$ cat src/rtl/pulse_train_ctrl.sv
// pulse_train_ctrl: turns a trigger rising edge into a programmed pulse train
// with busy/done/err status and synchronous abort.
module pulse_train_ctrl #(
   parameter int CNT_W = 16
) (
   input  logic             clk,
   input  logic             rst,
   input  logic             inp_trig,
   input  logic             abort,
   input  logic [CNT_W-1:0] cfg_width,
   input  logic [CNT_W-1:0] cfg_period,
   input  logic [CNT_W-1:0] cfg_count,
   output logic             out_pulse,
   output logic             busy,
   output logic             done,
   output logic             err
);
   typedef enum logic [1:0] {IDLE, HIGH, LOW} state_t;
   state_t           r_state, w_next;
   logic [1:0]       r_trig_d;
   logic [CNT_W-1:0] r_phase, r_pulses, r_w, r_l, r_c;
   logic             w_rise, w_start, w_rej, w_ph_end, w_more;
   logic             w_out, w_busy, w_done;
   assign w_rise   = r_trig_d[0] & ~r_trig_d[1];
   assign w_start  = (r_state == IDLE) & w_rise & (cfg_count != '0) & (cfg_width != '0);
   assign w_rej    = (r_state == IDLE) & w_rise & ((cfg_count == '0) | (cfg_width == '0));
   assign w_ph_end = r_phase == CNT_W'(1);
   assign w_more   = r_pulses < r_c;
   // trig_d resets to 11 so a trigger already high at reset release is not an edge
   always_ff @(posedge clk) begin
      if (rst) begin
         r_state   <= IDLE;
         r_trig_d  <= 2'b11;
         out_pulse <= 1'b0;
         busy      <= 1'b0;
         done      <= 1'b0;
         err       <= 1'b0;
      end else begin
         r_state   <= w_next;
         r_trig_d  <= {r_trig_d[0], inp_trig};
         out_pulse <= w_out;
         busy      <= w_busy;
         done      <= w_done;
         err       <= w_rej;
      end
   end
   always_comb begin
      w_next = (r_state == IDLE) ? (w_start ? HIGH : IDLE) :
               abort             ? IDLE :
               !w_ph_end         ? r_state :
               (r_state == HIGH) ? LOW :
               w_more            ? HIGH : IDLE;
   end
   always_comb begin
      w_out  = w_next == HIGH;
      w_busy = w_next != IDLE;
      w_done = (r_state == LOW) & ~abort & w_ph_end & ~w_more;
   end
   // phase counter counts down to 1; pulse counter counts pulses started so far
   always_ff @(posedge clk) begin
      if (rst) begin
         r_phase  <= '0;
         r_pulses <= '0;
         r_w      <= '0;
         r_l      <= '0;
         r_c      <= '0;
      end else if (w_start) begin
         r_w      <= cfg_width;
         r_c      <= cfg_count;
         r_l      <= (cfg_period > cfg_width) ? cfg_period - cfg_width : CNT_W'(1);
         r_phase  <= cfg_width;
         r_pulses <= CNT_W'(1);
      end else if (r_state != IDLE && !abort) begin
         if (w_ph_end) begin
            r_phase <= (r_state == HIGH) ? r_l : r_w;
            if (r_state == LOW && w_more) r_pulses <= r_pulses + CNT_W'(1);
         end else begin
            r_phase <= r_phase - CNT_W'(1);
         end
      end
   end
endmodule

$ cat config.mk
export PLATFORM = sky130hd
export DESIGN_NAME = pulse_train_ctrl
export DESIGN_NICKNAME = d
export VERILOG_FILES = /design/src/rtl/pulse_train_ctrl.sv
export SDC_FILE = /design/constraint.sdc
export NUM_CORES = 1
export LEC_CHECK = 0
export ABC_AREA = 1
export CAP_MARGIN = 10
export CORE_MARGIN = 1
export CORE_UTILIZATION = 35
export DETAILED_ROUTE_END_ITERATION = 10
export PLACE_DENSITY = 0.58
export REMOVE_ABC_BUFFERS = 1
export SYNTH_ARGS = -nofsm -noshare
export SYNTH_HDL_FRONTEND = slang
export SYNTH_SLANG_ARGS = --single-unit
$ cat constraint.sdc
create_clock -name clk -period 2.9 [get_ports clk]
set_clock_uncertainty 0.2 [all_clocks]
set_input_delay 0.58 -clock clk [delete_from_list [all_inputs] [get_ports clk]]
set_output_delay 0.58 -clock clk [all_outputs]
set_load 0.005 [all_outputs]
Yosys cells after proc, flatten, opt, wreduce, memory -nomap -nowiden:

Cells that the tools add are included.

* register bits: 88
* bits of input ports: 52
* logic and storage cells: 64

* add/sub/neg operators: 3
* magnitude comparators: 2
* equality and inequality tests: 4
* muxes and demuxes: 15
* bitwise logic cells: 12
* reductions and logical operators: 16

Operator list (count)
* $mux 16: 5
* $logic_not 16->1: 2
* $reduce_bool 16->1: 2
* $add 16x1->16 const B: 1
* $eq 16x1->1 const B: 1
* $gt 16x16->1: 1
* $lt 16x16->1: 1
* $sub 16x1->16 const B: 1
* $sub 16x16->16: 1
* $reduce_bool 2->1: 5
* $and 1x1->1: 8
* $mux 2: 4
* $mux 1: 6
* $reduce_and 3->1: 2
* $eq 2x1->1 const B: 2
* $not 1->1: 3
* $eq 2x2->1 const B: 1
* $logic_and 1x1->1: 2
* $logic_not 2->1: 1
* $reduce_or 2->1: 1
* $logic_not 1->1: 1
* $or 1x1->1: 1

Depth between registers and ports, before layout:

* depth in word-level cells: 8
* gate-level depth with buffers: 15
* mapped depth without buffers: 14

Least setup slack after synthesis:

OpenSTA, ideal clock, no wires.

* kind: input to register
* start: input cfg_period[0]
* end: register r_l[10]
* setup time: 0.118 ns
* arrival: 2.025 ns
* data required time: 2.582 ns
* slack: 0.557 ns
* stages on the path: 13
* buffers on the path: 1
* cells stage by stage: inv_1 -> ha_1 -> inv_1 -> fa_1 -> inv_1 -> o21ai_1 -> nand2_1 -> nand2_1 -> a21oi_1 -> nor2_2 -> nand2_1 -> buf_6 -> o21ai_1

* word-level cells in the longest chain between the ends: 2
* elaborated cells on any way between the ends: 3

Ends and longest elaborated chain
* start, declared: line 11 `input logic [CNT_W-1:0] cfg_period,`
* $sub 16x16->16 / $gt 16x16->1 (equally long branches): line 70 `r_l <= (cfg_period > cfg_width) ? cfg_period - cfg_width : CNT_W'(1);`
* $mux 16 (*): line 70
* end signal, assigned: line 70
* end, declared: line 21 `logic [CNT_W-1:0] r_phase, r_pulses, r_w, r_l, r_c;`

Every way passes the cells marked *; elsewhere a longest branch is shown, timed or not.
A chain may end at the register's enable or synchronous reset.

Worst setup path in the final report:

* start: input cfg_width[0]
* end: register r_l[10]

* word-level cells in the longest chain between the ends: 2
* elaborated cells on any way between the ends: 5

Ends and longest elaborated chain
* start, declared: line 10 `input logic [CNT_W-1:0] cfg_width,`
* $sub 16x16->16, or another cell as far along: line 70
* $mux 16 / $and 1x1->1 (equally long branches): line 70, 25

Parallel ways exist; a longest one is shown, timed or not.

==> results_dict.tcl <==
set metrics [dict create \
    syn_area_um2 5420 \
    synth_top_family_by_area "simple AND/OR/NAND/NOR gates" \
    fin_nets 968 \
    leakage_nw 2.93 \
    status "complete, no violations" \
    holdCritPathClass "reg -> reg" \
    drt-initial-drc-count 343 \
    via_per_inst 4.90 \
    stdcell_area_um2 6670 \
    slew_viol_final 0 \
    rows 45 \
    place_congestion 0.953 \
    synth_area_leaders "dfxtp_1, nand2_1, ha_1" \
    finalSetupViolCount 0 \
    area_growth_syn_to_layout_pct 22.9 \
    cp.arrival_ns 2.59 \
    die_w_um 126 \
    io_pins 56 \
    cts_root_buf "clkbuf_16" \
    syn-instance-count 811 \
    ys_seq_area_share_pct 32.5 \
    startpoint_type "input pin" \
    dieArea_um2 16000 \
    cts_resized 0 \
    antenna_found_initial 0 \
    critPathRequiredTime_ns 2.93 \
    cts_tree "built" \
    muxShareOfSynthArea_pct 0 \
    synth_edf_count 0 \
    yosys.area.top_type_share_pct 32.5 \
    routedWlPerCell_um 13.3 \
    path_max_fanout 3 \
    wirelength_um 14200 \
    ys_ff_latch 88 \
    clkSlewWorstSetupHoldPaths_ns 0.06 \
    h-tree-depth 3 \
    ant_nets 0 \
    cts_hold_buf 0 \
    r2r_slack_ns 0.63 \
    clock_path_buffers 2 \
    grtUsageTotal_pct 18.6 \
    yosysUniqueCellTypes 42 \
    pwr_density_cell_nw_per_um2 479 \
    tightest_slew_ns 0.463 \
    synth_xor_area_share_pct 3.55 \
    drv_cap 0 \
    clock_sinks 88 \
    hold_violations 0 \
    vias 5262 \
    n_fill_cell 1608 \
    antennaDiodeCount 0 \
    final_core_util_pct 44.0 \
    synth-adder-area-share_pct 8.21 \
    period_needed_ns 2.56 \
    ir_worst_vdd_mv 0.282 \
    relSlewSlack_pct 69.0 \
    drc 0 \
    ys.flop_type "dfxtp_1" \
    start_util_pct 35.8 \
    placed_area_um2 6330 \
    grt_max_degree 32 \
    drive_above_1_share_pct 8.25 \
    synth-simple-area-share_pct 31.3 \
    fmax_mhz 391 \
    synth-async-reset-ratio_pct 0 \
    grt_pass1_wl_um 23700 \
    hpwl_um 11200 \
    fin_crit_sh_pct 88.1 \
    chipHeight_um 126 \
    yosysTopAreaCell "dfxtp_1" \
    portBuffers 55 \
    numCtsBuffers 9 \
    synth_compound_area_share_pct 14.6 \
    grt_pass1_vias 5037 \
    rsz0062_at_grt "false" \
    insertion_delay_ns 0.34 \
    grt-ovfl-total 0 \
    dr.pass1.iters 4 \
    core-area_um2 15100 \
    syn_area_per_cell_um2 6.69 \
    synth_warnings 0 \
    endpoint_kind "flop" \
    post_cts_buffers 0 \
    critPathKind "in -> reg" \
]
[per-stage QoR]
step	setup slack (ns)	power, mW	hold WS, ns	cells	TNS [ns]
floorplan	-0.310	1.67	0.201	788	-5.46
global placement	0.0106	1.90	0.231	1058	0
detailed placement	-0.0114	1.90	0.233	1058	-0.0187
CTS	0.358	3.22	0.251	1073	0
global route	0.139	3.35	0.278	1073	0
finish	0.345	3.19	0.238	1073	0
[registers in the layout (all words and copies together), names as in the netlist]
register,flops
r_c,16
r_l,16
r_phase,16
r_trig_d,2
out_pulse,1
done,1
r_state,2
busy,1
r_w,16
err,1
r_pulses,16
[worst paths after layout]
check / start / endpoint / depth (start not counted)
max: cfg_width[0] / r_l[10] / 12
min: r_trig_d[0] / r_trig_d[1] / 2
min reg2reg: r_trig_d[0] / r_trig_d[1] / 2
max reg2reg: r_pulses[5] / r_pulses[0] / 11
[final cells by class]
| type | instances | area, um2 | area share, % |
|---|---|---|---|
| repair buffers | 82 | 778 | 11.7 |
| well taps | 188 | 235 | 3.53 |
| clock inverters | 5 | 106 | 1.60 |
| clock buffers | 10 | 229 | 3.44 |
| inverters | 114 | 428 | 6.42 |
| multi-input cells | 586 | 3130 | 46.9 |
| flip-flops and latches | 88 | 1760 | 26.4 |
[power breakdown]
part / switching, mW / leakage (nW) / total, mW / internal [mW]
Combinational: 0.347 / 2.06 / 0.607 / 0.260
Clock: 0.483 / 0.159 / 1.32 / 0.839
Sequential: 0.0205 / 0.713 / 1.26 / 1.24
[synthesized netlist by cell type, types with 2 or more instances]
library cell,count
o21bai_1,2
a211oi_1,2
clkinv_1,3
nand4_1,9
dfxtp_1,88
a21boi_1,2
a21o_1,2
inv_2,9
a21oi_1,65
o21ai_0,15
clkbuf_1,11
and2_1,2
a31oi_1,7
nor4_1,7
nor2_2,7
xor2_1,15
xnor2_1,7
inv_1,102
nor3_1,14
o21ai_1,51
nand3_1,57
nand2_1,202
nand2_2,2
buf_2,10
ha_1,34
nor2_1,65
nor2_4,6
[layer usage]
metal  wire (um)  global-route usage [%]  vias up
li1            -                       -     2773
met1        6820                    23.1     2348
met2        6640                    32.1      115
met3         437                    2.49       26
met4         352                    8.15        0
met5           0                       0        -
[layout by cell type, fill, tap and decap left out, types with 3 or more instances in the layout]
cell type and instances:
nor4_1 7, clkinv_1 3, buf_4 25, nor2_1 65, nand4_1 9, clkbuf_16 9, a31oi_1 7, o21ai_1 51
clkdlybuf4s50_1 55, dfxtp_1 88, nor3_1 14, inv_2 9, ha_1 34, nand2_1 201, nor2_4 6, inv_1 102
a21oi_1 65, nand3_1 57, nor2_2 7, xor2_1 15, bufinv_16 3, xnor2_1 7, o21ai_0 15, nand2_2 3
[cell families after synthesis]
logic type,count (synthesis)
adders and majority gates,35
DFF,88
buffers and inverters,137
xor gates and xnor gates,22
and+or+nand+nor,379
AOI/OAI and AO/OA,150
[critical path: stages]
cell	delay (ns)
clkdlybuf4s50_1	0.52
ha_1	0.17
inv_1	0.06
fa_1	0.38
inv_1	0.06
o21ai_1	0.12
nand3_1	0.09
nand3_1	0.15
nand2_1	0.10
nand2_1	0.07
xnor2_1	0.20
o21ai_1	0.10
Power figures use the tool's default switching activity.
